## config.mk

```make
export PLATFORM = sky130hd
export DESIGN_NAME = range_window_ctrl
export DESIGN_NICKNAME = d
export VERILOG_FILES = /design/src/rtl/range_pkg.sv /design/src/rtl/range_window_ctrl.sv
export SDC_FILE = /design/constraint.sdc
export NUM_CORES = 1
export LEC_CHECK = 0
export CAP_MARGIN = 5
export CORE_ASPECT_RATIO = 1.2
export CORE_UTILIZATION = 46
export CTS_CLUSTER_SIZE = 14
export DETAILED_ROUTE_END_ITERATION = 8
export PLACE_DENSITY = 0.78
export SYNTH_ARGS = -nofsm -noshare
export SYNTH_HDL_FRONTEND = slang
export SYNTH_SLANG_ARGS = --single-unit
```

## constraint.sdc

```tcl
create_clock -name clock -period 2.5 [get_ports clock]
set_input_delay 0.25 -clock clock [delete_from_list [all_inputs] [get_ports clock]]
set_output_delay 0.25 -clock clock [all_outputs]
set_load 0.01 [all_outputs]
```

## src/rtl/range_pkg.sv

```systemverilog
// Shared definitions for the range-finder window sequencer.
package range_pkg;

  localparam int WIDTH_DEF = 10;
  localparam int CNT_W     = 10;
  localparam int LAT_W     = 3;

  typedef enum logic [1:0] {
    IDLE = 2'd0,
    RUN  = 2'd1,
    WAIT = 2'd2,
    HOLD = 2'd3
  } rwc_state_t;

endpackage

```

## src/rtl/range_window_ctrl.sv

```systemverilog
// Cuts a valid/ready sample stream into fixed windows of WIN_LEN samples,
// sequences one range-finder pass per window (go / data / finish) and
// presents the captured range and error flag on a valid/ready result port.
module range_window_ctrl
  import range_pkg::*;
#(
  parameter int WIDTH   = WIDTH_DEF,
  parameter int WIN_LEN = 8,
  parameter int RF_LAT  = 1
) (
  input  logic             clock,
  input  logic             reset,
  input  logic [WIDTH-1:0] in_data,
  input  logic             in_valid,
  output logic             in_ready,
  input  logic             abort,
  output logic [WIDTH-1:0] rf_data,
  output logic             rf_go,
  output logic             rf_finish,
  input  logic [WIDTH-1:0] rf_range,
  input  logic             rf_error,
  output logic [WIDTH-1:0] out_range,
  output logic             out_err,
  output logic             out_valid,
  input  logic             out_ready,
  output logic             busy
);

  // Count value at which the next accept closes the window.
  localparam logic [CNT_W-1:0] LAST_CNT = CNT_W'(WIN_LEN - 1);
  // Cycles after the rf_finish cycle at which the range finder result is valid.
  localparam logic [LAT_W-1:0] LAT_TGT  = LAT_W'(RF_LAT);

  rwc_state_t       state, state_n;
  logic [CNT_W-1:0] cnt, cnt_n;
  logic [LAT_W-1:0] lat, lat_n;
  logic [WIDTH-1:0] rf_data_n;
  logic             rf_go_n;
  logic             rf_finish_n;
  logic [WIDTH-1:0] out_range_n;
  logic             out_err_n;
  logic             out_valid_n;
  logic             accept;

  // Samples are taken only while a window is open; abort forces ready low
  // so a sample offered in the abort cycle is dropped.
  assign in_ready = ((state == IDLE) || (state == RUN)) && !abort;
  assign accept   = in_valid && in_ready;
  assign busy     = (state != IDLE);

  // Next-state and next-output logic for the window sequencer.
  always_comb begin
    state_n     = state;
    cnt_n       = cnt;
    lat_n       = lat;
    rf_data_n   = rf_data;
    rf_go_n     = 1'b0;
    rf_finish_n = 1'b0;
    out_range_n = out_range;
    out_err_n   = out_err;
    out_valid_n = out_valid;

    case (state)
      IDLE: begin
        // abort here has no effect beyond masking in_ready.
        if (accept) begin
          rf_data_n = in_data;
          rf_go_n   = 1'b1;
          cnt_n     = CNT_W'(1);
          state_n   = RUN;
        end
      end

      RUN: begin
        if (abort) begin
          // Close the pass cleanly on the held sample; the result is discarded.
          rf_finish_n = 1'b1;
          cnt_n       = '0;
          state_n     = IDLE;
        end else if (accept) begin
          rf_data_n = in_data;
          cnt_n     = cnt + CNT_W'(1);
          if (cnt == LAST_CNT) begin
            rf_finish_n = 1'b1;
            lat_n       = '0;
            state_n     = WAIT;
          end
        end
        // Without an accept rf_data holds: a repeated sample leaves max-min unchanged.
      end

      WAIT: begin
        if (abort) begin
          cnt_n   = '0;
          state_n = IDLE;
        end else if (lat == LAT_TGT) begin
          out_range_n = rf_range;
          out_err_n   = rf_error;
          out_valid_n = 1'b1;
          state_n     = HOLD;
        end else begin
          lat_n = lat + LAT_W'(1);
        end
      end

      HOLD: begin
        if (abort || out_ready) begin
          out_valid_n = 1'b0;
          cnt_n       = '0;
          state_n     = IDLE;
        end
      end

      default: begin
        state_n = IDLE;
      end
    endcase
  end

  // State and registered outputs; reset returns every output to zero.
  always_ff @(posedge clock) begin
    if (reset) begin
      state     <= IDLE;
      cnt       <= '0;
      lat       <= '0;
      rf_data   <= '0;
      rf_go     <= 1'b0;
      rf_finish <= 1'b0;
      out_range <= '0;
      out_err   <= 1'b0;
      out_valid <= 1'b0;
    end else begin
      state     <= state_n;
      cnt       <= cnt_n;
      lat       <= lat_n;
      rf_data   <= rf_data_n;
      rf_go     <= rf_go_n;
      rf_finish <= rf_finish_n;
      out_range <= out_range_n;
      out_err   <= out_err_n;
      out_valid <= out_valid_n;
    end
  end

endmodule

```

Word level (Yosys, flattened, before mapping)
Index checks and enable logic that the tools add are counted.
{"block": "totals", "output_inout_bits": 26, "input_bits": 26, "register_bits": 39, "wordCells": 80}
{"block": "classes", "eq_ne": 17, "add_sub_neg": 2, "n_reduce_logical": 18, "bitwise": 3, "mux": 31}
{"operator": "10-bit 2-to-1 mux", "count": 7}
{"operator": "10-bit case mux with 4 select lines", "count": 1}
{"operator": "10-bit case mux with 2 select lines", "count": 1}
{"operator": "2-bit inequality test, second input constant", "count": 8}
{"operator": "3-bit 2-to-1 mux", "count": 5}
{"operator": "2-bit 2-to-1 mux", "count": 7}
{"operator": "10-bit by 1-bit adder with 10-bit output, second input constant", "count": 1}
{"operator": "10-bit by 3-bit equality test with 1-bit output, second input constant", "count": 1}
{"operator": "2-bit case mux with 4 select lines", "count": 1}
{"operator": "4-bit AND reduction", "count": 2}
{"operator": "2-bit nonzero test", "count": 4}
{"operator": "1-bit 2-to-1 mux", "count": 7}
{"operator": "3-bit inequality test, second input constant", "count": 2}
{"operator": "3-bit case mux with 2 select lines", "count": 1}
{"operator": "6-bit AND reduction", "count": 1}
{"operator": "5-bit AND reduction", "count": 1}
{"operator": "2-bit equality test, second input constant", "count": 2}
{"operator": "2-bit OR reduction", "count": 2}
{"operator": "3-bit by 1-bit adder with 3-bit output, second input constant", "count": 1}
{"operator": "3-bit by 1-bit equality test with 1-bit output, second input constant", "count": 1}
{"operator": "3-bit by 2-bit inequality test with 1-bit output, second input constant", "count": 1}
{"operator": "1-bit inverter", "count": 3}
{"operator": "3-bit AND reduction", "count": 1}
{"operator": "2-bit by 1-bit equality test with 1-bit output, second input constant", "count": 1}
{"operator": "other kinds (7)", "count": 9}

Depth between registers and ports, before layout
Gate-level depths: netlist of run 1.
{"block": "depth", "depth_word": 7, "depth_mapped": 7, "mapped_depth_nobuf": 6}

Worst setup path after synthesis of run 1
OpenSTA, ideal clock, no wires.
{"block": "synth_timing", "path_type": "register -> register", "startpoint": "reg state[1]", "endpoint": "reg cnt[9]", "setup_ns": 0.070, "stages_incl_launch_ff": 7, "path_slack_ns": 0.706, "arrival_ns": 1.724, "period_less_slack_ns": 1.794, "path_buffers": 2, "t_required_ns": 2.430, "path_cell_list": "dfxtp_1 -> or3b_1 -> buf_2 -> and3_1 -> buf_6 -> or4_1 -> a21oi_1"}
{"block": "synth_between", "elab_chain_len": 6, "word_cells_on_any_way": 13, "classes_between": "7 x eq/ne; 1 x mux; 5 x reduce/logical"}
{"item": "start: declaration", "line": "range_window_ctrl.sv:34", "source": "rwc_state_t state, state_n;"}
{"item": "start signal: assignment", "line": "range_window_ctrl.sv:133", "source": "state <= state_n;"}
{"item": "2-bit by 1-bit equality test with 1-bit output or 2-bit logical NOT (tied branches)", "line": "range_window_ctrl.sv:47, range_window_ctrl.sv:63"}
{"item": "1-bit logical OR", "line": "range_window_ctrl.sv:47", "source": "assign in_ready = ((state == IDLE) || (state == RUN)) && !abort;"}
{"item": "1-bit logical AND", "line": "range_window_ctrl.sv:47"}
{"item": "1-bit logical AND", "line": "range_window_ctrl.sv:48", "source": "assign accept = in_valid && in_ready;"}
{"item": "3-bit inequality test (no source line) or 2-bit inequality test (tied branches)"}
{"item": "4-bit AND reduction (no source line)"}
{"item": "end signal: assignment", "line": "range_window_ctrl.sv:134", "source": "cnt <= cnt_n;"}
{"item": "end: declaration", "line": "range_window_ctrl.sv:35", "source": "logic [CNT_W-1:0] cnt, cnt_n;"}
Several ways; a longest one is shown, not always the timed one.
A chain may end at the register's enable or synchronous reset.

Worst setup path in the final report of run 1
{"block": "layout_timing", "startpoint": "reg lat[0]", "endpoint": "reg out_range[3]"}
{"block": "layout_between", "elab_chain_len": 2}
{"item": "start: declaration", "line": "range_window_ctrl.sv:36", "source": "logic [LAT_W-1:0] lat, lat_n;"}
{"item": "start signal: assignment", "line": "range_window_ctrl.sv:135", "source": "lat <= lat_n;"}
{"item": "3-bit by 1-bit equality test with 1-bit output", "line": "range_window_ctrl.sv:96", "source": "end else if (lat == LAT_TGT) begin"}
{"item": "3-bit AND reduction (no source line)"}
{"item": "end signal: assignment", "line": "range_window_ctrl.sv:139", "source": "out_range <= out_range_n;"}
{"item": "end: declaration", "line": "range_window_ctrl.sv:22", "source": "output logic [WIDTH-1:0] out_range,"}
Every way passes these cells.

==> results of run 1 <==
synthesized netlist by cell type, types with 2 or more instances:
cell type,number,area (sq um)
nor2b_1,2,12.5
nor2_1,8,30.0
nand4_1,2,12.5
nand2_1,39,146
ha_1,3,37.5
nor3_1,8,40.0
o21a_1,2,15.0
or4_1,2,15.0
clkbuf_1,10,37.5
a21oi_1,30,150
and3b_1,2,17.5
o21ai_0,4,20.0
o31ai_1,3,22.5
nor3b_1,4,30.0
a31oi_1,6,37.5
inv_1,8,30.0
buf_2,2,10.0
nand2b_1,3,18.8
xnor2_1,3,26.3
dfxtp_1,39,781
nand3_1,19,95.1
state kept, by name (all words and copies together), names as in the netlist:
signal / flops
cnt: 10
out_range: 10
rf_data: 10
lat: 3
state: 2
out_err: 1
out_valid: 1
rf_finish: 1
rf_go: 1
metrics by stage:
step | power, mW | cell area [sq um] | std cells
2_1_floorplan | 0.711 | 1730 | 217
3_3_place_gp | 0.788 | 2290 | 302
3_5_place_dp | 0.788 | 2290 | 302
4_1_cts | 1.30 | 2400 | 309
5_1_grt | 1.33 | 2400 | 309
6_report | 1.28 | 2400 | 309
cell families after synthesis:
logic type | after synthesis | share of synthesized area
buffers and inverters | 22 | 0.0535
flip-flops | 39 | 0.451
XOR/XNOR | 3 | 0.0152
AND/OR/NAND/NOR | 98 | 0.281
AO/OA/AOI/OAI | 52 | 0.178
adder cells (fa/ha/maj) | 3 | 0.0217
worst min-delay path, stage by stage (launching register included):
cell and delay [ns]:
dfxtp_1 0.31, nand2_1 0.05, a21oi_1 0.05
metal layers:
metal	GRT usage	vias to the layer above
li1	-	861
met5	0	-
met1	0.263	795
met4	0.108	0
met2	0.386	55
met3	0.0765	10
final cells by class:
class                           instances  share of cell area
Tap cell                               39              0.0203
Sequential cell                        39               0.325
Multi-Input combinational cell        156               0.357
Inverter                                8              0.0125
Clock buffer                            5              0.0287
Clock inverter                          2              0.0156
Timing Repair Buffer                   60               0.241
path summary, 6_finish.rpt:
check | from | endpoint | slack, ns | cells past startpoint
min reg2reg | out_range[4] | out_range[4] | 0.46 | 2
max | lat[0] | out_range[3] | 0.31 | 5
max reg2reg | lat[0] | out_range[3] | 0.31 | 5
min | out_range[4] | out_range[4] | 0.46 | 2
report_power, final:
part           internal, mW  switching, mW
clock                 0.292          0.217
combinational        0.0736         0.0590
sequential            0.632        0.00882
total                 0.997          0.284
==> results.yml, run 1 <==
die:
  dieWidth_microns: 58.0
  core_area_sq_mm: 0.00360
  die_area_sq_mm: 0.00401
  top_level_ports: 52
  start_util: 0.480
  die_height_microns: 69.2
  placementRows: 24
final_layout:
  fillers: 307
  regArea_sq_um: 781
  syn_to_final_growth_pct: 38.8
  layout_common_cells: "51 x clkdlybuf4s50_1, 39 x nand2_1, 39 x dfxtp_1"
  nets: 299
  drive_gt1_frac: 0.0630
  final_common_cell: "clkdlybuf4s50_1"
  multi_input_area_sq_um: 857
  antenna_cells: 0
  utilization: 0.666
timing:
  holdWs_ns: 0.456
  setup-violations-final: 0
  rsz0062_at_grt: "false"
  fin_setup_tns_ns: 0
  tightest_slew_ns: 0.880
  min_period_over_period: 0.874
  worst_slack_ns: 0.315
  min_period_ns: 2.19
  max_freq_mhz: 458
  maxSlewHeadroom: 0.412
  finalHoldViolCount: 0
  fin_skew_ns: 0.00888
  slew_violations: 0
grt:
  gr-total-overflow: 0
  grt.total_usage: 0.232
  grt_pass1_vias: 1719
  grt_pass1_wl_microns: 7250
  grt_max_degree: 34
  antenna_found_initial: 0
yosys:
  yosysSeqAreaShare: 0.451
  syn_nets: 246
  synth_area_per_cell_sq_um: 7.97
  synth_cells: 217
  async_flop_share: 0
  netlist_area_sq_mm: 0.00173
  ys_types: 39
  yosys_warnings: 0
  ys_ff_latch: 39
  synth-edff-count: 0
  synthFlopType: "dfxtp_1"
clocking:
  cts.sinks: 39
  cts_setup_buffers: 0
  clk-insertion-delay-late_ns: 0.29
  path_clk_slew_ns: 0.08
  clockRootBuffer: "clkbuf_8"
  clock_path_buffers: 2
  htree_levels: 2
  cts_tree: "built"
  numCtsBuffers: 5
  cts_resized: 0
  cts_hold_buf: 0
status:
  status: "complete, no violations"
run:
  drv_cap: 0
critical_path:
  worstSetupEndpointType: "register"
  crit_path_frequent_cell: "nand2_1"
  cp.arrival_ns: 2.35
  slowest_delay_ns: 0.71
  crit_family: "simple AND/OR/NAND/NOR gates"
  slowest_stage: "nor2b_1"
  cp.required_ns: 2.67
  path_cells: "ha_1 -> nor2b_1 -> nand2_1 -> nand2_1 -> a21oi_1"
  path_buf_inv: 0
  crit_path_start_kind: "register"
  cp_max_fo: 14
  path_class: "reg2reg"
power_and_ir_drop:
  leakage_nw: 0.836
  p_per_area_mw_per_mm2: 534
  ir_worst_vdd_uv: 503
route:
  vias_per_cell: 5.57
  wl_microns: 4160
  wl_met1_microns: 1730
  drcViolationCount: 0
  drtPass1Iterations: 4
  vias: 1721
  drt-wirelength-per-cell_microns: 13.4
  wl_met2_microns: 2050
  drt-initial-drc-count: 71
  postRouteAntennaNets: 0
  wl_met3_microns: 284
  dr.max_layer_used: "met4"
placed_design:
  gp_congestion: 0.792
  hpwlAfterDp_microns: 3030
  dp_slack_ns: 0.332
  port_buffers: 51
min_path:
  hold_class: "reg2reg"
Power figures use the tool's default switching activity.
==> run 2, diff against run 1 <==
--- a/config.mk
+++ b/config.mk
@@ -7,10 +7,10 @@
 export LEC_CHECK = 0
 export CAP_MARGIN = 5
 export CORE_ASPECT_RATIO = 1.2
-export CORE_UTILIZATION = 46
+export CORE_UTILIZATION = 30
 export CTS_CLUSTER_SIZE = 14
 export DETAILED_ROUTE_END_ITERATION = 8
-export PLACE_DENSITY = 0.78
+export PLACE_DENSITY = 0.66
 export SYNTH_ARGS = -nofsm -noshare
 export SYNTH_HDL_FRONTEND = slang
 export SYNTH_SLANG_ARGS = --single-unit
==> run 2 against run 1 <==
  * The run now ends with design-rule violations left
  * Cell count rose by 7.4%
  * Critical path depth fell by 1
  * Non-clock buffer count fell by 1
  * Critical endpoint is now cnt[9]
  * Routed wire length rose by 2.4%
  * Final area did not move
  * Clock skew fell by 0.0072 ns
  * Via count fell by 2.7%
==> results.yml, run 2 (synthesis results as in run 1) <==
final_layout:
  fillers: 552
  antenna_cells: 0
  final_common_cell: "clkdlybuf4s50_1"
  top_regs: "cnt: 10 flops, out_range: 10 flops, rf_data: 10 flops"
  finish.instance_area_sq_mm: 0.00240
  syn_to_final_growth_pct: 38.8
  drive_gt1_frac: 0.0593
  nets: 298
  layout.cells.non_filler: 332
  layout_common_cells: "51 x clkdlybuf4s50_1, 39 x nand2_1, 39 x dfxtp_1"
clocking:
  cts_hold_buf: 0
  numCtsBuffers: 5
  cts.sinks: 39
  htree_levels: 2
  clk-insertion-delay-late_ns: 0.29
  clockRootBuffer: "clkbuf_8"
  cts_setup_buffers: 0
  clock_path_buffers: 2
  cts_resized: 0
  cts_tree: "built"
  path_clk_slew_ns: 0.08
placed_design:
  gp_congestion: 0.787
  dpl_cell_area_sq_mm: 0.00232
  port_buffers: 51
  dp.cells: 324
  hpwlAfterDp_microns: 3050
timing:
  fin_setup_tns_ns: 0
  setup-violations-final: 0
  max_freq_mhz: 505
  maxSlewHeadroom: 0.651
  rsz0062_at_grt: "false"
  min_period_over_period: 0.793
  finalHoldViolCount: 0
  tightest_slew_ns: 0.522
  slew_violations: 0
  min_period_ns: 1.98
  fin_skew_ns: 0.00164
route:
  vias: 1674
  drtPass1Iterations: 6
  drcViolationCount: 2
  wl_microns: 4250
  drt-wirelength-per-cell_microns: 12.8
  postRouteAntennaNets: 0
  drt-initial-drc-count: 111
  vias_per_cell: 5.04
power_and_ir_drop:
  leakage_nw: 0.822
  ir_worst_vdd_uv: 214
  p_per_area_mw_per_mm2: 496
grt:
  gr-total-overflow: 0
  grt_max_degree: 34
  grt_pass1_wl_microns: 6980
  grt.total_usage: 0.148
  antenna_found_initial: 0
  grt_pass1_vias: 1487
die:
  core_area_sq_mm: 0.00541
  dieWidth_microns: 71.3
  die_area_sq_mm: 0.00608
  start_util: 0.320
  die_height_microns: 85.2
  top_level_ports: 52
  placementRows: 29
critical_path:
  worstSetupEndpointType: "register"
  crit_path_start_kind: "register"
  rr_endpoint: "cnt[9]"
  rr_worst_depth: 4
  slowest_stage: "dfxtp_1"
  cp_max_fo: 17
  cp.arrival_ns: 2.21
  slowest_delay_ns: 0.62
  path_class: "reg2reg"
  cp.required_ns: 2.73
  path_cells: "nand3_1 -> and3_1 -> or4_1 -> a21oi_1"
  rrSetupSlack_ns: 0.52
  r2r_start: "state[1]"
min_path:
  hold_class: "reg2reg"
  hold_end: "out_range[5]"
  hold_depth: 2
  min_from: "out_range[5]"
status:
  status: "finished with violations"
  violations: "design-rule violations"
run:
  drv_cap: 0
==> run 2: metrics by stage <==
stage	hold WS, ns	power (mW)	util	setup slack, ns
CTS	0.458	1.21	0.444	0.517
floorplan	0.386	0.711	-	0.706
global route	0.474	1.24	0.444	0.292
finish	0.453	1.19	0.444	0.518
detailed placement	0.449	0.789	0.428	0.263
global placement	0.442	0.789	0.428	0.312
==> run 2: worst max-delay path, delay by kind of cell (launching register included) <==
kind / cells / cell delay [ns]
flip-flops: 1 / 0.62
AND/OR/NAND/NOR: 3 / 1.16
AO/OA/AOI/OAI: 1 / 0.14
==> run 2: worst max-delay path by stage <==
stage | start | to | slack [ns] | cells past startpoint
after detailed placement | abort | out_range[2] | 0.26 | 6
after floorplan | state[1] | cnt[9] | 0.71 | 6
after global placement | abort | cnt[9] | 0.31 | 5
after CTS | state[1] | busy | 0.52 | 3
after global routing | abort | out_range[9] | 0.29 | 6
final | state[1] | cnt[9] | 0.52 | 4
==> run 2: layer usage <==
metal	GRT usage	vias up	wire, microns
met4	0.0436	0	48
met3	0.0546	6	298
met1	0.182	758	1920
met2	0.239	48	1990
met5	0	-	0
li1	-	862	-
==> run 2: final cells by class <==
type                       instances  area, sq um  area share
clock buffer                       6         72.6      0.0302
tap                               62         77.6      0.0323
inverter                           8         30.0      0.0125
clock inverter                     2         12.5     0.00521
sequential                        39          781       0.325
timing repair buffer              59          571       0.238
multi-input combinational        156          857       0.357
==> run 2: power breakdown <==
part           leakage, nW  internal (mW)  switching, mW
logic                0.465         0.0737         0.0604
registers            0.316          0.632        0.00822
clock network       0.0412          0.195          0.222
total                0.822          0.900          0.290
==> RTL change: new RTL, settings of run 1 <==
Change the package constant `WIDTH_DEF` from 10 to 8.
--- a/src/rtl/range_pkg.sv
+++ b/src/rtl/range_pkg.sv
@@ -3,3 +3,3 @@
 
-  localparam int WIDTH_DEF = 10;
+  localparam int WIDTH_DEF = 8;
   localparam int CNT_W     = 10;
Ports: changed (resized in_data, out_range, rf_data and rf_range); port bits go from 52 to 44. The function was not compared with the original's and may differ.
==> RTL change against run 1 <==
  * Via count fell by 7.7%
  * Sequential cell count fell by 4
  * Cell area fell by 13%
  * Wire length fell by 10%
  * Total power fell by 22%
  * Clock power fell by 39%
  * Critical path depth fell by 3
  * Synthesized area fell by 9.2%
  * Non-clock buffer count fell by 11
  * Worst setup slack improved by 0.17 ns
  * Critical path type is now flip-flop to output port
  * Largest cell class unchanged
  * Largest power group unchanged
==> RTL change: results (changes against run 1) <==
<table>
<tr><th>Metric</th><th>Value</th></tr>
<tr><th colspan="2">Status</th></tr>
<tr><td>Result of the run</td><td>completed</td></tr>
<tr><th colspan="2">Synth</th></tr>
<tr><td>Synthesized net count</td><td>217 (-12%)</td></tr>
<tr><td>Proportion of netlist area held by the largest area contributor</td><td>44.6% (-0.53 points)</td></tr>
<tr><td>Top cells by area in the synthesized netlist</td><td>sky130_fd_sc_hd__dfxtp_1 (45%), sky130_fd_sc_hd__a21oi_1 (8.6%), sky130_fd_sc_hd__nand2_1 (8.1%)</td></tr>
<tr><td>Count of different cell masters after synthesis</td><td>40 (+2.6%)</td></tr>
<tr><td>Multiplexer area fraction after synthesis</td><td>0.637% (+0.64 points)</td></tr>
<tr><td>Xor-xnor portion of the synthesized cell area</td><td>1.11% (-0.40 points)</td></tr>
<tr><td>Commonest cells in the synthesized netlist</td><td>sky130_fd_sc_hd__dfxtp_1 (35), sky130_fd_sc_hd__nand2_1 (34), sky130_fd_sc_hd__a21oi_1 (27)</td></tr>
<tr><td>Synthesized-area fraction occupied by adder cells</td><td>2.39% (+0.22 points)</td></tr>
<tr><th colspan="2">Critical path</th></tr>
<tr><td>Data arrival time at the worst-slack endpoint</td><td>1.77 ns (-0.58 ns)</td></tr>
<tr><td>Maximum fanout encountered on the critical timing path</td><td>16 (+2)</td></tr>
<tr><th colspan="2">Finish</th></tr>
<tr><td>Largest registers</td><td>cnt x10, out_range x8, rf_data x8</td></tr>
<tr><td>Layout Nets</td><td>262 (-12%)</td></tr>
<tr><td>Number of filler instances in the final layout</td><td>278 (-9.4%)</td></tr>
<tr><th colspan="2">Power</th></tr>
<tr><td>Maximum resistive drop on vdd</td><td>0.413 mV (-18%)</td></tr>
<tr><td>Static power due to leakage</td><td>0.712 nW (-15%)</td></tr>
<tr><th colspan="2">Routing</th></tr>
<tr><td>Routed wire length</td><td>3.74 mm (-10%)</td></tr>
<tr><td>Vias per Instance</td><td>5.80 (+4.1%)</td></tr>
<tr><th colspan="2">Timing</th></tr>
<tr><td>Max-slew headroom at the worst pin</td><td>48.1% (+6.9 points)</td></tr>
<tr><td>Worst-case clock skew</td><td>0.0137 ns (+0.00485 ns)</td></tr>
<tr><th colspan="2">Worst hold path</th></tr>
<tr><td>Type of the tightest min-delay check</td><td>input port to flip-flop</td></tr>
<tr><th colspan="2">Clock tree</th></tr>
<tr><td>Root Buffer Master</td><td>sky130_fd_sc_hd__clkbuf_4</td></tr>
<tr><td>Insertion delay to the later sink of the worst-skew pair</td><td>0.35 ns (+0.06 ns)</td></tr>
<tr><th colspan="2">Global route</th></tr>
<tr><td>Wire length of the first global-routing pass</td><td>6.48 mm (-11%)</td></tr>
<tr><td>GRT Resource Usage Total</td><td>22.6% (-0.61 points)</td></tr>
<tr><td>Vias in the first global route</td><td>1,516 (-12%)</td></tr>
<tr><th colspan="2">Placement</th></tr>
<tr><td>Port buffer count</td><td>43 (-16%)</td></tr>
</table>
## RTL change: cell count changes in the layout (fill, tap and decap cells not counted), moves of 4 or more
| cell | run 1 | this run |
|---|---|---|
| sky130_fd_sc_hd__nand3_1 | 19 | 14 |
| sky130_fd_sc_hd__clkbuf_8 | 5 | 0 |
| sky130_fd_sc_hd__inv_1 | 8 | 4 |
| sky130_fd_sc_hd__dfxtp_1 | 39 | 35 |
| sky130_fd_sc_hd__nand2_1 | 39 | 34 |
| sky130_fd_sc_hd__clkbuf_4 | 0 | 5 |
| sky130_fd_sc_hd__clkdlybuf4s50_1 | 51 | 43 |
## RTL change: power groups by stage
stage	logic [W]	registers, W	clock network, W
after global placement	0.000114	0.000587	0
after global routing	0.000127	0.000577	0.000348
final	0.000116	0.000575	0.000309
after floorplan	0.0000488	0.000588	0
after CTS	0.000117	0.000575	0.000319
after detailed placement	0.000116	0.000588	0
## RTL change: routing by layer
| layer | global-route usage [%] | part of all wire (%) | up-vias | wire length, um |
|---|---|---|---|---|
| li1 | - | - | 779 | - |
| met1 | 24.3 | 43 | 738 | 1600 |
| met2 | 39.8 | 49 | 61 | 1820 |
| met3 | 8.22 | 6.9 | 10 | 259 |
| met4 | 10.0 | 1.4 | 0 | 51 |
| met5 | 0 | 0 | - | 0 |
## RTL change: worst max-delay path: stages (launching register included)
cell	delay, ns
sky130_fd_sc_hd__dfxtp_1	0.65
sky130_fd_sc_hd__or2_2	0.23
sky130_fd_sc_hd__clkdlybuf4s50_1	0.54
## RTL change: cell type report
type / count / area, um2 / share of cell area, %
Clock buffer: 5 / 37.5 / 1.79
Clock inverter: 3 / 20.0 / 0.957
Inverter: 4 / 15.0 / 0.718
Multi-Input combinational cell: 142 / 798 / 38.2
Sequential cell: 35 / 701 / 33.5
Tap cell: 36 / 45.0 / 2.15
Timing Repair Buffer: 49 / 475 / 22.7
## RTL change: worst paths after layout
| check | from | to | slack (ns) | depth (start not counted) |
|---|---|---|---|---|
| hold reg to reg | rf_data[0] | rf_data[0] | 0.46 | 2 |
| setup / recovery | state[1] | busy | 0.48 | 2 |
| setup reg to reg | state[1] | cnt[8] | 0.49 | 5 |
| hold / removal | in_data[6] | rf_data[6] | 0.43 | 3 |
## RTL change: per-stage QoR
step	instance area [um2]	worst slack (ns)	total power (W)	std cells
5_1_grt	2090	0.245	0.00105	274
6_report	2090	0.485	0.00100	274
4_1_cts	2090	0.493	0.00101	274
3_5_place_dp	2030	0.356	0.000703	266
3_3_place_gp	2030	0.396	0.000701	266
2_1_floorplan	1570	0.589	0.000637	192
